`config.mk`:
```
export PLATFORM = sky130hd
export DESIGN_NAME = mem_tbus_arb
export DESIGN_NICKNAME = d
export VERILOG_FILES = /design/src/rtl/mem_tbus_arb_pkg.sv /design/src/rtl/mem_tbus_arb.sv
export SDC_FILE = /design/constraint.sdc
export NUM_CORES = 1
export LEC_CHECK = 0
export ABC_AREA = 1
export CORE_AREA = 2 2 280 282
export DETAILED_ROUTE_END_ITERATION = 8
export DIE_AREA = 0 0 282 284
export PLACE_DENSITY_LB_ADDON = 0.2
export SLEW_MARGIN = 20
export SYNTH_ARGS = -nofsm -noshare
export SYNTH_HDL_FRONTEND = slang
export SYNTH_SLANG_ARGS = --single-unit
export TNS_END_PERCENT = 5
```
`constraint.sdc`:
```
create_clock -name clock -period 2.2 [get_ports clock]
set_clock_uncertainty 0.1 [all_clocks]
set_input_delay 0.44 -clock clock [delete_from_list [all_inputs] [get_ports clock]]
set_output_delay 0.44 -clock clock [all_outputs]
set_load 0.005 [all_outputs]
```
`src/rtl/mem_tbus_arb_pkg.sv`:
```
// Shared tbus definitions for the load/store-queue arbiter in front of the dcache.
package mem_tbus_arb_pkg;

    localparam int TBUS_ADDR_W   = 64;
    localparam int TBUS_DATA_W   = 64;
    localparam int TBUS_MASK_W   = 64;
    localparam int TBUS_OPTYPE_W = 2;

    localparam logic [TBUS_OPTYPE_W-1:0] TBUS_READ  = 2'b00;
    localparam logic [TBUS_OPTYPE_W-1:0] TBUS_WRITE = 2'b01;

    typedef enum logic [1:0] {
        IDLE    = 2'd0,
        BUSY_LD = 2'd1,
        BUSY_ST = 2'd2,
        DRAIN   = 2'd3
    } arb_state_e;

endpackage

```
`src/rtl/mem_tbus_arb.sv`:
```
// Arbitrates load-unit and store-queue tbus requests onto one dcache port, one
// transaction at a time, and routes the response back to the owning requester.
module mem_tbus_arb
    import mem_tbus_arb_pkg::*;
#(
    parameter int ADDR_W       = TBUS_ADDR_W,
    parameter int DATA_W       = TBUS_DATA_W,
    parameter int OPTYPE_W     = TBUS_OPTYPE_W,
    parameter int STARVE_LIMIT = 4
) (
    input  logic                clock,
    input  logic                reset_n,

    input  logic                load2arb_tbus_index_valid,
    output logic                load2arb_tbus_index_ready,
    input  logic [ADDR_W-1:0]   load2arb_tbus_index,
    input  logic [DATA_W-1:0]   load2arb_tbus_write_data,
    input  logic [63:0]         load2arb_tbus_write_mask,
    input  logic [OPTYPE_W-1:0] load2arb_tbus_operation_type,
    output logic [DATA_W-1:0]   load2arb_tbus_read_data,
    output logic                load2arb_tbus_operation_done,

    input  logic                sq2arb_tbus_index_valid,
    output logic                sq2arb_tbus_index_ready,
    input  logic [ADDR_W-1:0]   sq2arb_tbus_index,
    input  logic [DATA_W-1:0]   sq2arb_tbus_write_data,
    input  logic [63:0]         sq2arb_tbus_write_mask,
    input  logic [OPTYPE_W-1:0] sq2arb_tbus_operation_type,
    output logic                sq2arb_tbus_operation_done,

    output logic                arb2dcache_tbus_index_valid,
    input  logic                arb2dcache_tbus_index_ready,
    output logic [ADDR_W-1:0]   arb2dcache_tbus_index,
    output logic [DATA_W-1:0]   arb2dcache_tbus_write_data,
    output logic [63:0]         arb2dcache_tbus_write_mask,
    output logic [OPTYPE_W-1:0] arb2dcache_tbus_operation_type,
    input  logic [DATA_W-1:0]   arb2dcache_tbus_read_data,
    input  logic                arb2dcache_tbus_operation_done,

    input  logic                mem2dcache_flush
);

    localparam int CNT_W = $clog2(STARVE_LIMIT + 1);
    localparam logic [CNT_W-1:0] CNT_MAX = CNT_W'(STARVE_LIMIT);

    arb_state_e       state_reg, state_next;
    logic [CNT_W-1:0] starve_cnt_reg, starve_cnt_next;

    logic ld_elig, store_wins, load_wins, in_idle, grant_valid, fire, ld_owner;

    always_comb begin
        ld_elig     = load2arb_tbus_index_valid & ~mem2dcache_flush;
        store_wins  = sq2arb_tbus_index_valid & ~(ld_elig && (starve_cnt_reg == CNT_MAX));
        load_wins   = ~store_wins & ld_elig;
        // Outputs are held at zero while reset is asserted, not just after the edge.
        in_idle     = reset_n & (state_reg == IDLE);
        grant_valid = in_idle & (store_wins | load_wins);
        fire        = grant_valid & arb2dcache_tbus_index_ready;
        ld_owner    = reset_n & (state_reg == BUSY_LD) & ~mem2dcache_flush;
    end

    always_comb begin
        arb2dcache_tbus_index_valid    = grant_valid;
        arb2dcache_tbus_index          = '0;
        arb2dcache_tbus_write_data     = '0;
        arb2dcache_tbus_write_mask     = '0;
        arb2dcache_tbus_operation_type = '0;
        if (in_idle && store_wins) begin
            arb2dcache_tbus_index          = sq2arb_tbus_index;
            arb2dcache_tbus_write_data     = sq2arb_tbus_write_data;
            arb2dcache_tbus_write_mask     = sq2arb_tbus_write_mask;
            arb2dcache_tbus_operation_type = sq2arb_tbus_operation_type;
        end else if (in_idle && load_wins) begin
            arb2dcache_tbus_index          = load2arb_tbus_index;
            arb2dcache_tbus_write_data     = load2arb_tbus_write_data;
            arb2dcache_tbus_write_mask     = load2arb_tbus_write_mask;
            arb2dcache_tbus_operation_type = load2arb_tbus_operation_type;
        end
    end

    assign sq2arb_tbus_index_ready      = in_idle & store_wins & arb2dcache_tbus_index_ready;
    assign load2arb_tbus_index_ready    = in_idle & load_wins & arb2dcache_tbus_index_ready;
    assign load2arb_tbus_operation_done = ld_owner & arb2dcache_tbus_operation_done;
    assign load2arb_tbus_read_data      = ld_owner ? arb2dcache_tbus_read_data : '0;
    assign sq2arb_tbus_operation_done   = reset_n & (state_reg == BUSY_ST) & arb2dcache_tbus_operation_done;

    always_comb begin
        state_next      = state_reg;
        starve_cnt_next = starve_cnt_reg;
        unique case (state_reg)
            IDLE: begin
                if (fire) begin
                    state_next = store_wins ? BUSY_ST : BUSY_LD;
                end
                if (fire && load_wins) begin
                    starve_cnt_next = '0;
                end else if (fire && store_wins && ld_elig) begin
                    if (starve_cnt_reg != CNT_MAX) begin
                        starve_cnt_next = starve_cnt_reg + 1'b1;
                    end
                end else if (!load2arb_tbus_index_valid) begin
                    starve_cnt_next = '0;
                end
            end
            // A flush coinciding with done still returns straight to IDLE.
            BUSY_LD: begin
                if (arb2dcache_tbus_operation_done) begin
                    state_next = IDLE;
                end else if (mem2dcache_flush) begin
                    state_next = DRAIN;
                end
            end
            BUSY_ST, DRAIN: begin
                if (arb2dcache_tbus_operation_done) begin
                    state_next = IDLE;
                end
            end
            default: state_next = IDLE;
        endcase
    end

    always_ff @(posedge clock or negedge reset_n) begin
        if (!reset_n) begin
            state_reg      <= IDLE;
            starve_cnt_reg <= '0;
        end else begin
            state_reg      <= state_next;
            starve_cnt_reg <= starve_cnt_next;
        end
    end

    // A dcache done with nothing outstanding is a protocol violation.
    no_done_in_idle: assert property (@(posedge clock) disable iff (!reset_n)
        !((state_reg == IDLE) && arb2dcache_tbus_operation_done));

endmodule
```
# == Word level (Yosys, flattened, before mapping) ==
# Cells that the tools add are included.
# classes
n_addsub,1
eq_ne,10
n_mux,19
bitwise_logic,19
reduce_logical,10
# op_table
cell,n
$mux W64,7
$and A1 B1 Y1,15
$mux W2,7
$mux W3,4
$logic_and A1 B1 Y1,6
$ne A3 B3 Y1 const B,2
$pmux W2 S3,1
$reduce_and A3 Y1,2
$eq A2 B2 Y1 const B,2
$ne A2 B2 Y1 const B,2
$add A3 B1 Y3 const B,1
$eq A3 B3 Y1 const B,1
$ne A3 B1 Y1 const B,1
$ne A3 B2 Y1 const B,1
$not A1 Y1,3
$eq A2 B1 Y1 const B,1
$logic_not A2 Y1,1
$reduce_or A2 Y1,1
$or A1 B1 Y1,1
# totals
reg_bits,5

# == Longest topological paths before layout ==
# depth
ltp_word,14
mapped_depth,9

# == Worst setup path after synthesis ==
# OpenSTA, ideal clock, no wires.
# synth_path
path_kind,flip-flop to output port
start,reg starve_cnt_reg[0]
end,out arb2dcache_tbus_index[0]
arrival_time_ps,1354
t_required_ps,1660
setup_slack_ps,306
path_stages_with_launch,10
path_buffers,2
cell_sequence,dfrtp_1 > inv_1 > ha_1 > nand3_4 > nand2_4 > nor2_4 > buf_4 > buf_2 > nand2_1 > o21ai_1
# synth_between
elab_chain_len,9
elab_cells_between_ends,10
# synth_lines
item,line_no,source
start: declaration,mem_tbus_arb.sv:47,"logic [CNT_W-1:0] starve_cnt_reg, starve_cnt_next;"
start signal: assignment,mem_tbus_arb.sv:128,starve_cnt_reg <= starve_cnt_next;
$eq A3 B3 Y1 (*),mem_tbus_arb.sv:53,store_wins = sq2arb_tbus_index_valid & ~(ld_elig && (starve_cnt_reg == CNT_MAX));
$logic_and A1 B1 Y1 (*),mem_tbus_arb.sv:53,
$not A1 Y1 (*),mem_tbus_arb.sv:53,
$and A1 B1 Y1 (*),mem_tbus_arb.sv:53,
$not A1 Y1,mem_tbus_arb.sv:54,load_wins = ~store_wins & ld_elig;
$and A1 B1 Y1,mem_tbus_arb.sv:54,
$logic_and A1 B1 Y1,mem_tbus_arb.sv:73,end else if (in_idle && load_wins) begin
$mux W64,mem_tbus_arb.sv:73,
$mux W64 (*),mem_tbus_arb.sv:68,if (in_idle && store_wins) begin
end: declaration,mem_tbus_arb.sv:33,"output logic [ADDR_W-1:0] arb2dcache_tbus_index,"
# Every way passes the cells marked *; elsewhere a longest branch is shown, timed or not.

# == Worst setup path after layout ==
# layout_path
start,reg starve_cnt_reg[0]
end,out arb2dcache_tbus_write_data[36]
# layout_between
elab_chain_len,9
elab_cells_between_ends,10
# layout_lines
item,line_no,source
$eq A3 B3 Y1 (*),mem_tbus_arb.sv:53,
$logic_and A1 B1 Y1 (*),mem_tbus_arb.sv:53,
$not A1 Y1 (*),mem_tbus_arb.sv:53,
$and A1 B1 Y1 (*),mem_tbus_arb.sv:53,
$not A1 Y1,mem_tbus_arb.sv:54,
$and A1 B1 Y1,mem_tbus_arb.sv:54,
$logic_and A1 B1 Y1,mem_tbus_arb.sv:73,
$mux W64,mem_tbus_arb.sv:73,
$mux W64 (*),mem_tbus_arb.sv:68,
end: declaration,mem_tbus_arb.sv:34,"output logic [DATA_W-1:0] arb2dcache_tbus_write_data,"
# Marked as above.

==> flow_metrics.py <==
metrics = {
    "logic_synthesis": {
        "ys_warn_count": 0,
        "synth_ff_type": "dfrtp_1",
        "syn_inst": 820,
        "synth-seq-area-share": 0.03210,
        "synth_top_cell_by_area": "inv_1",
        "synthArstFlopShare": 1.000,
        "synthTopCellsByCount": "inv_1 (264), nand2_1 (212), o21ai_1 (107), nor2_1 (70), o21ai_2 (53)",
        "synth_nets": 1281,
        "syn_area_um2": 3897,
        "synth_edf_count": 0,
        "synth_seq_cells": 5,
        "yosysMostFrequentCell": "inv_1",
        "synth_cell_types": 23,
        "yosys.area.top_type_share": 0.2543,
        "yosys-top-cells-area": "inv_1 (25%), nand2_1 (20%), o21ai_1 (14%)",
        "avgSynthCellArea_um2": 4.753,
    },
    "die": {
        "core_um2": 76960,
        "dieArea_um2": 80090,
        "die_h_um": 284,
        "die_width_um": 282,
        "start_util": 0.05065,
        "pin_count": 722,
        "rows": 102,
    },
    "drt": {
        "drt_iter0_markers": 174,
        "wl_um": 38440,
        "first_pass_iters": 5,
        "post_drt_wl_per_cell_um": 14.56,
        "num_vias": 7794,
        "drc": 0,
        "via_per_inst": 2.952,
        "postRouteAntennaNets": 0,
    },
    "worst_setup_path": {
        "cp_top_family": "buffers and inverters",
        "crit_type": "flip-flop to output port",
        "endpoint_kind": "output port",
        "timing.rr.start": "state_reg[0]",
        "crit_top_cell": "buf_12",
        "worst-path-buf-inv": 8,
        "max_stage_delay_ns": 0.39,
        "crit_arrival_ns": 2.12,
        "worstPathRequired_ns": 1.66,
        "crit_start": "starve_cnt_reg[0]",
        "cp-start-kind": "flip-flop",
        "cp_max_fo": 8,
        "worst_path_max_delay_cell": "dfrtp_1",
        "crit_chain": "inv_2 -> ha_4 -> nand3_4 -> nand2_4 -> nor2_4 -> buf_12 -> buf_16 -> buf_12 -> buf_16 -> buf_12 -> buf_6 -> nand2_4 -> o21ai_2 -> buf_2",
    },
    "sta": {
        "finalSetupViolCount": 228,
        "setup_slack_ns": -0.4599,
        "finalHoldViolCount": 0,
        "whs_ns": 0.1704,
        "final.min_clock_period_ns": 2.660,
        "maxSlewHeadroom": 0.8260,
        "fmax_ghz": 0.3760,
        "slew_viol_final": 0,
        "fin_crit_sh": 1.209,
        "tightest_slew_ns": 0.2583,
        "rsz0062_at_grt": "yes",
    },
    "outcome": {
        "violations": "negative setup slack",
        "outcome": "finished with violations",
    },
    "placement": {
        "io_buffer_count": 721,
        "gp_congestion": 0.9510,
        "dpl_worst_slack_ns": -1.050,
        "hpwlAfterDp_um": 31260,
    },
    "worst_hold_path": {
        "min_path_type": "input pin to asynchronous set/reset pin",
    },
    "grt": {
        "grt-ovfl-total": 0,
        "grt_start_max_net_pins": 54,
        "first_global_vias": 8142,
        "grt.total_usage": 0.08640,
        "antenna_found_initial": 3,
        "grt_pass1_wl_um": 51500,
    },
    "cells_and_area": {
        "largest_register_ffs": 3,
        "drive_gt1_frac": 0.2847,
        "syn_to_final_growth_pct": 237.3,
        "fin_nets": 2060,
        "fillCellCount": 8883,
    },
    "clocking": {
        "cts.path.max_buffers": 2,
        "numCtsBuffers": 3,
        "clock_sinks": 5,
        "root_buffer": "clkbuf_16",
        "holdBufCountCts": 0,
        "tritoncts": "done",
        "clk_pin_slew_ns": 0.03,
        "htree_levels": 1,
        "clkLatencyLatePin_ns": 0.23,
    },
    "power": {
        "p_leak_nw": 6.871,
        "peakVddDrop_mv": 0.2650,
        "p_per_area_nw_per_um2": 299.3,
    },
    "run": {
        "drv_cap": 0,
    },
}
[cells by family (layout without fill, tap and decap cells)]
group                      after synthesis  count (layout)  synth area share
AOI/OAI and AO/OA                      199             199            0.3072
xor gates and xnor gates                 1               1          0.002248
adders and majority gates                2               2          0.006420
buffers and inverters                  316            1094            0.3477
DFF                                      5               5           0.03210
other                                    0               2                 0
and+or+nand+nor                        297             297            0.3043
[routing by layer]
metal | track usage | part of all wire
met1 | 0.08772 | 0.36
met2 | 0.1789 | 0.55
met3 | 0.02206 | 0.090
met4 | 0.005452 | 0.0043
met5 | 0 | 0
[repair_timing]
action | in CTS | in global routing
resized for setup | 713 | 263
buffers inserted | 17 | 13
pin swaps | 7 | 4
gates cloned | 11 | 3
setup endpoints to repair | 263 | 263
[area by class of cell]
class | count | area (um^2) | share of cell area
Tap cell | 1040 | 1301 | 0.09899
Multi-Input combinational cell | 499 | 2786 | 0.2120
Timing Repair Buffer | 823 | 7846 | 0.5969
Inverter | 267 | 1002 | 0.07624
Antenna cell | 2 | 5.005 | 0.0003807
Sequential cell | 5 | 125.1 | 0.009518
Clock buffer | 4 | 78.83 | 0.005997
[cell usage in the layout (no fill, tap or decap), types with 5 or more instances in the layout]
cell type        count
nor2_2               7
buf_16              13
o21ai_2             97
clkdlybuf4s15_2     10
nand3_1              5
clkdlybuf4s50_1    490
o21ai_0             13
nand2_4              6
o21ai_4              7
dfrtp_1              5
clkbuf_16            6
clkbuf_2            14
buf_6               34
inv_2                6
dlymetal6s2s_1      30
nand2_2             22
buf_2              171
nand2_1            186
buf_12              18
buf_4               33
nor2_1              63
o21ai_1             80
inv_1              261
[power breakdown]
group          total [W]  internal [W]  switching, W
Sequential      0.000125      0.000110     0.0000146
Combinational    0.00351       0.00200       0.00151
Clock           0.000302      0.000240     0.0000613
[worst paths after layout]
path	end	slack [ns]	cells past startpoint
min reg2reg	starve_cnt_reg[2]	0.49	2
min	starve_cnt_reg[2]	0.17	2
max in group asynchronous	state_reg[0]	1.73	2
max reg2reg	starve_cnt_reg[0]	0.55	10
max	arb2dcache_tbus_write_data[36]	-0.46	14
min in group clock	starve_cnt_reg[2]	0.49	2
[per-stage QoR]
step / total power, W / util / instances / setup TNS [ns] / instance area, um^2
after floorplan: 0.001100 / - / 820 / 0 / 3897
after global placement: 0.003506 / 0.1652 / 2595 / -206.99 / 12720
after detailed placement: 0.003480 / 0.1652 / 2595 / -206.93 / 12720
after CTS: 0.003974 / 0.1693 / 2627 / -78.84 / 13030
after global routing: 0.004247 / 0.1708 / 2640 / -77.38 / 13150
final: 0.003935 / 0.1708 / 2640 / -56.37 / 13150
Note: power is estimated with default switching activity, not from simulation.
